[config.mk]
export PLATFORM = sky130hd
export DESIGN_NAME = aes_sbox_flat
export DESIGN_NICKNAME = d
export VERILOG_FILES = /design/src/rtl/aes_pkg.sv /design/src/rtl/aes_sbox_if.sv /design/src/rtl/aes_sbox_core.sv /design/src/rtl/aes_sbox.sv /design/src/flat_wrapper.sv
export SDC_FILE = /design/constraint.sdc
export NUM_CORES = 1
export LEC_CHECK = 0
export BUFFER_PORTS_ARGS = -buffer_cell sky130_fd_sc_hd__buf_2
export CELL_PAD_IN_SITES_DETAIL_PLACEMENT = 1
export CELL_PAD_IN_SITES_GLOBAL_PLACEMENT = 1
export CORE_ASPECT_RATIO = 1.1
export CORE_MARGIN = 2
export CORE_UTILIZATION = 24
export DETAILED_ROUTE_END_ITERATION = 6
export GPL_ROUTABILITY_DRIVEN = 0
export PLACE_DENSITY = 0.53
export SLEW_MARGIN = 20
export SYNTH_ARGS = -nofsm -noshare
export SYNTH_HDL_FRONTEND = slang
export SYNTH_SLANG_ARGS = --single-unit
export TNS_END_PERCENT = 50
[constraint.sdc]
create_clock -name clk -period 4.7 [get_ports clk]
set_clock_uncertainty 0.2 [all_clocks]
set_input_delay 0.705 -clock clk [delete_from_list [all_inputs] [get_ports clk]]
set_output_delay 0.705 -clock clk [all_outputs]
set_load 0.02 [all_outputs]
[src/rtl/aes_pkg.sv]
// Shared AES definitions: byte type, field/affine constants and the
// GF(2^8) helpers used to build the substitution tables.
package aes_pkg;

    typedef logic [7:0] byte_t;

    // Low byte of the field polynomial x^8+x^4+x^3+x+1; x^8 is implicit.
    localparam byte_t AES_POLY      = 8'h1B;
    localparam byte_t SBOX_AFFINE_C = 8'h63;
    localparam byte_t INV_AFFINE_C  = 8'h05;

    // Multiply by x, reducing modulo the field polynomial.
    function automatic byte_t xtime(input byte_t a);
        return {a[6:0], 1'b0} ^ (a[7] ? AES_POLY : 8'h00);
    endfunction

    // Shift-and-add field multiplication.
    function automatic byte_t gf_mul(input byte_t a, input byte_t b);
        byte_t p;
        byte_t aa;
        byte_t bb;
        p  = 8'h00;
        aa = a;
        bb = b;
        for (int i = 0; i < 8; i++) begin
            if (bb[0]) begin
                p = p ^ aa;
            end
            aa = xtime(aa);
            bb = bb >> 1;
        end
        return p;
    endfunction

    // Multiplicative inverse as x^254 = x^2 * x^4 * ... * x^128.
    // Zero maps to zero without a special case.
    function automatic byte_t gf_inv(input byte_t x);
        byte_t p;
        byte_t r;
        p = x;
        r = 8'h01;
        for (int k = 0; k < 7; k++) begin
            p = gf_mul(p, p);
            r = gf_mul(r, p);
        end
        return r;
    endfunction

    // Bit i of a right-rotation by k is b[(i+k) mod 8], so the affine
    // terms b_(i+k) are just rotated copies of the byte.
    function automatic byte_t affine(input byte_t b);
        return b
             ^ {b[3:0], b[7:4]}
             ^ {b[4:0], b[7:5]}
             ^ {b[5:0], b[7:6]}
             ^ {b[6:0], b[7]}
             ^ SBOX_AFFINE_C;
    endfunction

    function automatic byte_t inv_affine(input byte_t b);
        return {b[1:0], b[7:2]}
             ^ {b[4:0], b[7:5]}
             ^ {b[6:0], b[7]}
             ^ INV_AFFINE_C;
    endfunction

    function automatic byte_t sbox_fwd(input byte_t x);
        return affine(gf_inv(x));
    endfunction

    function automatic byte_t sbox_inv(input byte_t x);
        return gf_inv(inv_affine(x));
    endfunction

endpackage

[src/rtl/aes_sbox_if.sv]
// Byte-substitution request/result bundle. The inv select exists only
// when AES_INV_SBOX_EN is defined.
interface aes_sbox_if;
    import aes_pkg::*;

    logic  in_valid;
    byte_t state;
`ifdef AES_INV_SBOX_EN
    logic  inv;
`endif
    logic  out_valid;
    byte_t Sstate;

`ifdef AES_INV_SBOX_EN
    modport master (output in_valid, output state, output inv,
                    input  out_valid, input Sstate);
    modport slave  (input  in_valid, input state, input inv,
                    output out_valid, output Sstate);
`else
    modport master (output in_valid, output state,
                    input  out_valid, input Sstate);
    modport slave  (input  in_valid, input state,
                    output out_valid, output Sstate);
`endif

endinterface

[src/rtl/aes_sbox_core.sv]
// Combinational byte substitution. Tables are filled at elaboration from
// the package functions, so synthesis sees constant 256-entry ROMs.
// AES_INV_SBOX_EN adds the inverse table and the inv select.
module aes_sbox_core
    import aes_pkg::*;
(
    input  byte_t state,
`ifdef AES_INV_SBOX_EN
    input  logic  inv,
`endif
    output byte_t sub
);

    byte_t fwd_table [256];

    generate
        for (genvar gi = 0; gi < 256; gi++) begin : g_fwd
            assign fwd_table[gi] = sbox_fwd(byte_t'(gi));
        end
    endgenerate

`ifdef AES_INV_SBOX_EN
    byte_t inv_table [256];

    generate
        for (genvar gi = 0; gi < 256; gi++) begin : g_inv
            assign inv_table[gi] = sbox_inv(byte_t'(gi));
        end
    endgenerate

    assign sub = inv ? inv_table[state] : fwd_table[state];
`else
    assign sub = fwd_table[state];
`endif

endmodule

[src/rtl/aes_sbox.sv]
// Registered single-byte AES S-box: result and valid appear one cycle
// after the input, straight from flops. Define AES_INV_SBOX_EN to add
// the inverse S-box selected by bus.inv.
module aes_sbox
    import aes_pkg::*;
(
    input  logic        clk,
    input  logic        rst,
    aes_sbox_if.slave   bus
);

    byte_t sub_next;
    byte_t sstate_reg;
    logic  out_valid_reg;

    aes_sbox_core u_core (
        .state (bus.state),
`ifdef AES_INV_SBOX_EN
        .inv   (bus.inv),
`endif
        .sub   (sub_next)
    );

    // Capture a result for every valid input; hold data across idle cycles.
    always_ff @(posedge clk) begin
        if (rst) begin
            out_valid_reg <= 1'b0;
            sstate_reg    <= 8'h00;
        end else begin
            out_valid_reg <= bus.in_valid;
            if (bus.in_valid) begin
                sstate_reg <= sub_next;
            end
        end
    end

    assign bus.out_valid = out_valid_reg;
    assign bus.Sstate    = sstate_reg;

endmodule

[src/flat_wrapper.sv]
// flat-port wrapper written by rule: the top's interface ports become plain ports
module aes_sbox_flat import aes_pkg::*;
  (clk, rst, bus_in_valid, bus_state, bus_out_valid, bus_Sstate);
  aes_sbox_if bus_i ();
  input  logic clk;
  input  logic rst;
  input wire logic [$bits(bus_i.in_valid)-1:0] bus_in_valid;
  input wire logic [$bits(bus_i.state)-1:0] bus_state;
  output wire logic [$bits(bus_i.out_valid)-1:0] bus_out_valid;
  output wire logic [$bits(bus_i.Sstate)-1:0] bus_Sstate;
  assign bus_i.in_valid = bus_in_valid;
  assign bus_i.state = bus_state;
  assign bus_out_valid = bus_i.out_valid;
  assign bus_Sstate = bus_i.Sstate;
  aes_sbox u_core (.clk(clk), .rst(rst), .bus(bus_i));
endmodule
==> results.ini <==
[run_status]
status = complete, no violations

[layout]
final_cell_area_mm2 = 0.00396
antenna-diode-count = 0
flow.area_growth_from_synthesis_pct = 3.16
largest_reg_flops = 8
fraction_of_layout_instances_using_a_drive_strength_above_1 = 0.123
multi_input_logic_area_mm2 = 0.00319
fin_nets = 564
area.sequential_um2 = 180
filler_cell_count = 1971

[routing]
routed_via_density = 6.77
detail_route.first_pass.iterations = 5
first_iter_violations = 718
antenna_violating_nets_post_route = 0
drt-total-wl_um = 21300
drc = 0
vias = 4992
avgRoutedWirePerCell_um = 28.8

[floorplanning]
die_x_extent_um = 125
initial_utilization = 0.245
die_area_mm2 = 0.0170
floorplan.core_area_mm2 = 0.0157
pin_count = 20
fp-row-count = 48
fp.dieH_um = 137

[sta]
fin_crit_ns = 3.80
final-hold-violation-count = 0
slew_at_the_pin_with_the_worst_max_slew_slack_ns = 1.14
slew_headroom = 0.238
report.final.slew_viol_count = 0
fmax_mhz = 263
finalSetupViolCount = 0
ratio_of_final_minimum_period_to_clock_period = 0.809
rsz0062_at_grt = no
setup_tns_ns = 0

[global_route]
maximum_number_of_pins_on_one_net_before_global_route_repair = 74
grt.overflow.total = 0
grt_antenna_before_repair = 0
overall_fraction_of_global_route_tracks_in_use = 0.244
grt_pass1_wl_um = 32200
number_of_global_route_vias_before_repair = 4868

[yosys]
synth-seq-area-share = 0.0470
async_flop_share = 0
post_synth_mux_area_share = 0.0519
synth_xor_area_frac = 0
yosys-top-cells-count = sky130_fd_sc_hd__o21ai_0 (46), sky130_fd_sc_hd__a21oi_1 (45), sky130_fd_sc_hd__nand2_1 (42), sky130_fd_sc_hd__nor2_1 (34)
synth_compound_area_frac = 0.418
ys_ff_latch = 9
post_synth_and_or_nand_nor_area_fraction = 0.312
synth_area_leaders = sky130_fd_sc_hd__o21ai_0 (6.0%), sky130_fd_sc_hd__a21oi_1 (5.9%), sky130_fd_sc_hd__ha_1 (4.9%)
postSynthAreaPerCell_um2 = 6.67
post_synth_fa_ha_maj_area_fraction = 0.0489
synth_unique_cells = 83
synth.yosys.warnings = 0
synth_top_family_by_area = compound AO/OA/AOI/OAI gates
synth.most_common_cell = sky130_fd_sc_hd__o21ai_0
synth.largest_area_cell = sky130_fd_sc_hd__o21ai_0
synth.top_cell.area_share = 0.0600
synthesis.area_mm2 = 0.00383
number_of_nets_in_the_synthesized_netlist = 601
synth_edf_count = 0
synth_cells = 575
synth-main-ff-cell = sky130_fd_sc_hd__dfxtp_1

[clock_network]
cts_tree = yes
h-tree-depth = 1
cts_max_path_buffers = 2
cts_inserted_buffers = 3
cts_sinks = 9
ctsHoldBuffers = 0
clk_pin_slew_ns = 0.05
cts_root_buf = sky130_fd_sc_hd__clkbuf_16
cts-resized-gates = 0
latest_clock_arrival_within_the_worst_skew_pair_ns = 0.25
cts_setup_buffers = 0

[worst_setup_path]
timing.critical_path.from_type = input pin
worst-setup-path-type = in -> reg
critical_path_endpoint_category = flop
crit_arrival_ns = 3.80
worst-endpoint-required_ns = 4.69
crit_path_max_fanout = 19

[power]
clockPowerShare = 0.234
static-leakage-power_uw = 0.00136
switching_power_uw = 355
seq_power_share = 0.129
sw_frac_of_total = 0.518
share_comb_of_total_power = 0.637
cellInternalPower_uw = 331
power.density_cell_area_mw_per_mm2 = 174
max_ir_drop_vdd_mv = 0.0904

[place]
detailed_placer_s_ending_hpwl_um = 14800
buffer_ports.inserted = 19
placedInstanceArea_mm2 = 0.00388

[flow_run]
cap_viol_max_count = 0

[min_path]
hold_path.class = reg -> reg

-- cell usage in the layout (no fill, tap or decap), types with 10 or more instances in the layout --
cell type                  Yosys  final
sky130_fd_sc_hd__o211ai_1     13     13
sky130_fd_sc_hd__nor3_1       30     30
sky130_fd_sc_hd__a31oi_1      10     10
sky130_fd_sc_hd__a21oi_1      45     45
sky130_fd_sc_hd__nor2_1       34     34
sky130_fd_sc_hd__nor2b_1      17     17
sky130_fd_sc_hd__buf_4         7     14
sky130_fd_sc_hd__o21ai_0      46     46
sky130_fd_sc_hd__buf_2        30     17
sky130_fd_sc_hd__o311ai_0     11     11
sky130_fd_sc_hd__a211oi_1     16     16
sky130_fd_sc_hd__nand2b_1     21     21
sky130_fd_sc_hd__nand3_1      27     27
sky130_fd_sc_hd__ha_1         15     15
sky130_fd_sc_hd__nand2_1      42     42
-- metrics by stage --
step,power (µW),utilization,hold slack [ns],setup WS [ns],std cells
6_report,687,0.252,0.251,0.895,737
5_1_grt,715,0.252,0.271,0.666,737
4_1_cts,671,0.252,0.260,1.02,737
3_5_place_dp,510,0.247,0.254,0.828,733
3_3_place_gp,509,0.247,0.241,0.902,733
2_1_floorplan,381,-,0.323,1.59,575
-- critical path: stages --
cell                        delay (ns)
sky130_fd_sc_hd__buf_2            0.28
sky130_fd_sc_hd__buf_4            0.34
sky130_fd_sc_hd__ha_1             0.64
sky130_fd_sc_hd__nor2b_1          0.27
sky130_fd_sc_hd__o311ai_0         0.51
sky130_fd_sc_hd__o21ai_0          0.20
sky130_fd_sc_hd__a2111oi_0        0.64
sky130_fd_sc_hd__or4_1            0.21
-- cells by family (layout without fill, tap and decap cells) --
family,Yosys count,in the layout
buffers and inverters,87,49
adders and majority gates,15,15
and+or+nand+nor,225,225
AOI/OAI and AO/OA,228,228
muxes,11,11
DFF,9,9
-- per-layer routing --
metal  GRT usage  part of all wire
met3      0.0575              0.12
met4       0.148             0.073
met2       0.375              0.43
met5           0                 0
met1       0.310              0.38
-- power by group through the flow --
stage	clock network, µW	registers, µW	logic, µW
6_report	161	88.2	438
5_1_grt	165	89.2	460
4_1_cts	162	88.4	421
3_5_place_dp	0	89.9	420
3_3_place_gp	0	89.3	420
2_1_floorplan	0	98.1	283
-- area by class of cell --
cell class	instances	area share
clock inverters	1	0.00127
well taps	200	0.0633
multi-input cells	479	0.806
clock buffers	3	0.0190
flip-flops and latches	9	0.0455
inverters	13	0.0123
repair buffers	32	0.0531
-- final timing paths --
path | start | end | slack [ns] | depth (start not counted)
setup reg to reg | u_core.bus.Sstate[0] | u_core.bus.Sstate[0] | 3.05 | 4
hold reg to reg | u_core.bus.Sstate[2] | u_core.bus.Sstate[2] | 0.25 | 2
hold / removal | u_core.bus.Sstate[2] | u_core.bus.Sstate[2] | 0.25 | 2
setup / recovery | bus_state[1] | u_core.bus.Sstate[5] | 0.90 | 8
Note: power is estimated with default switching activity, not from simulation.
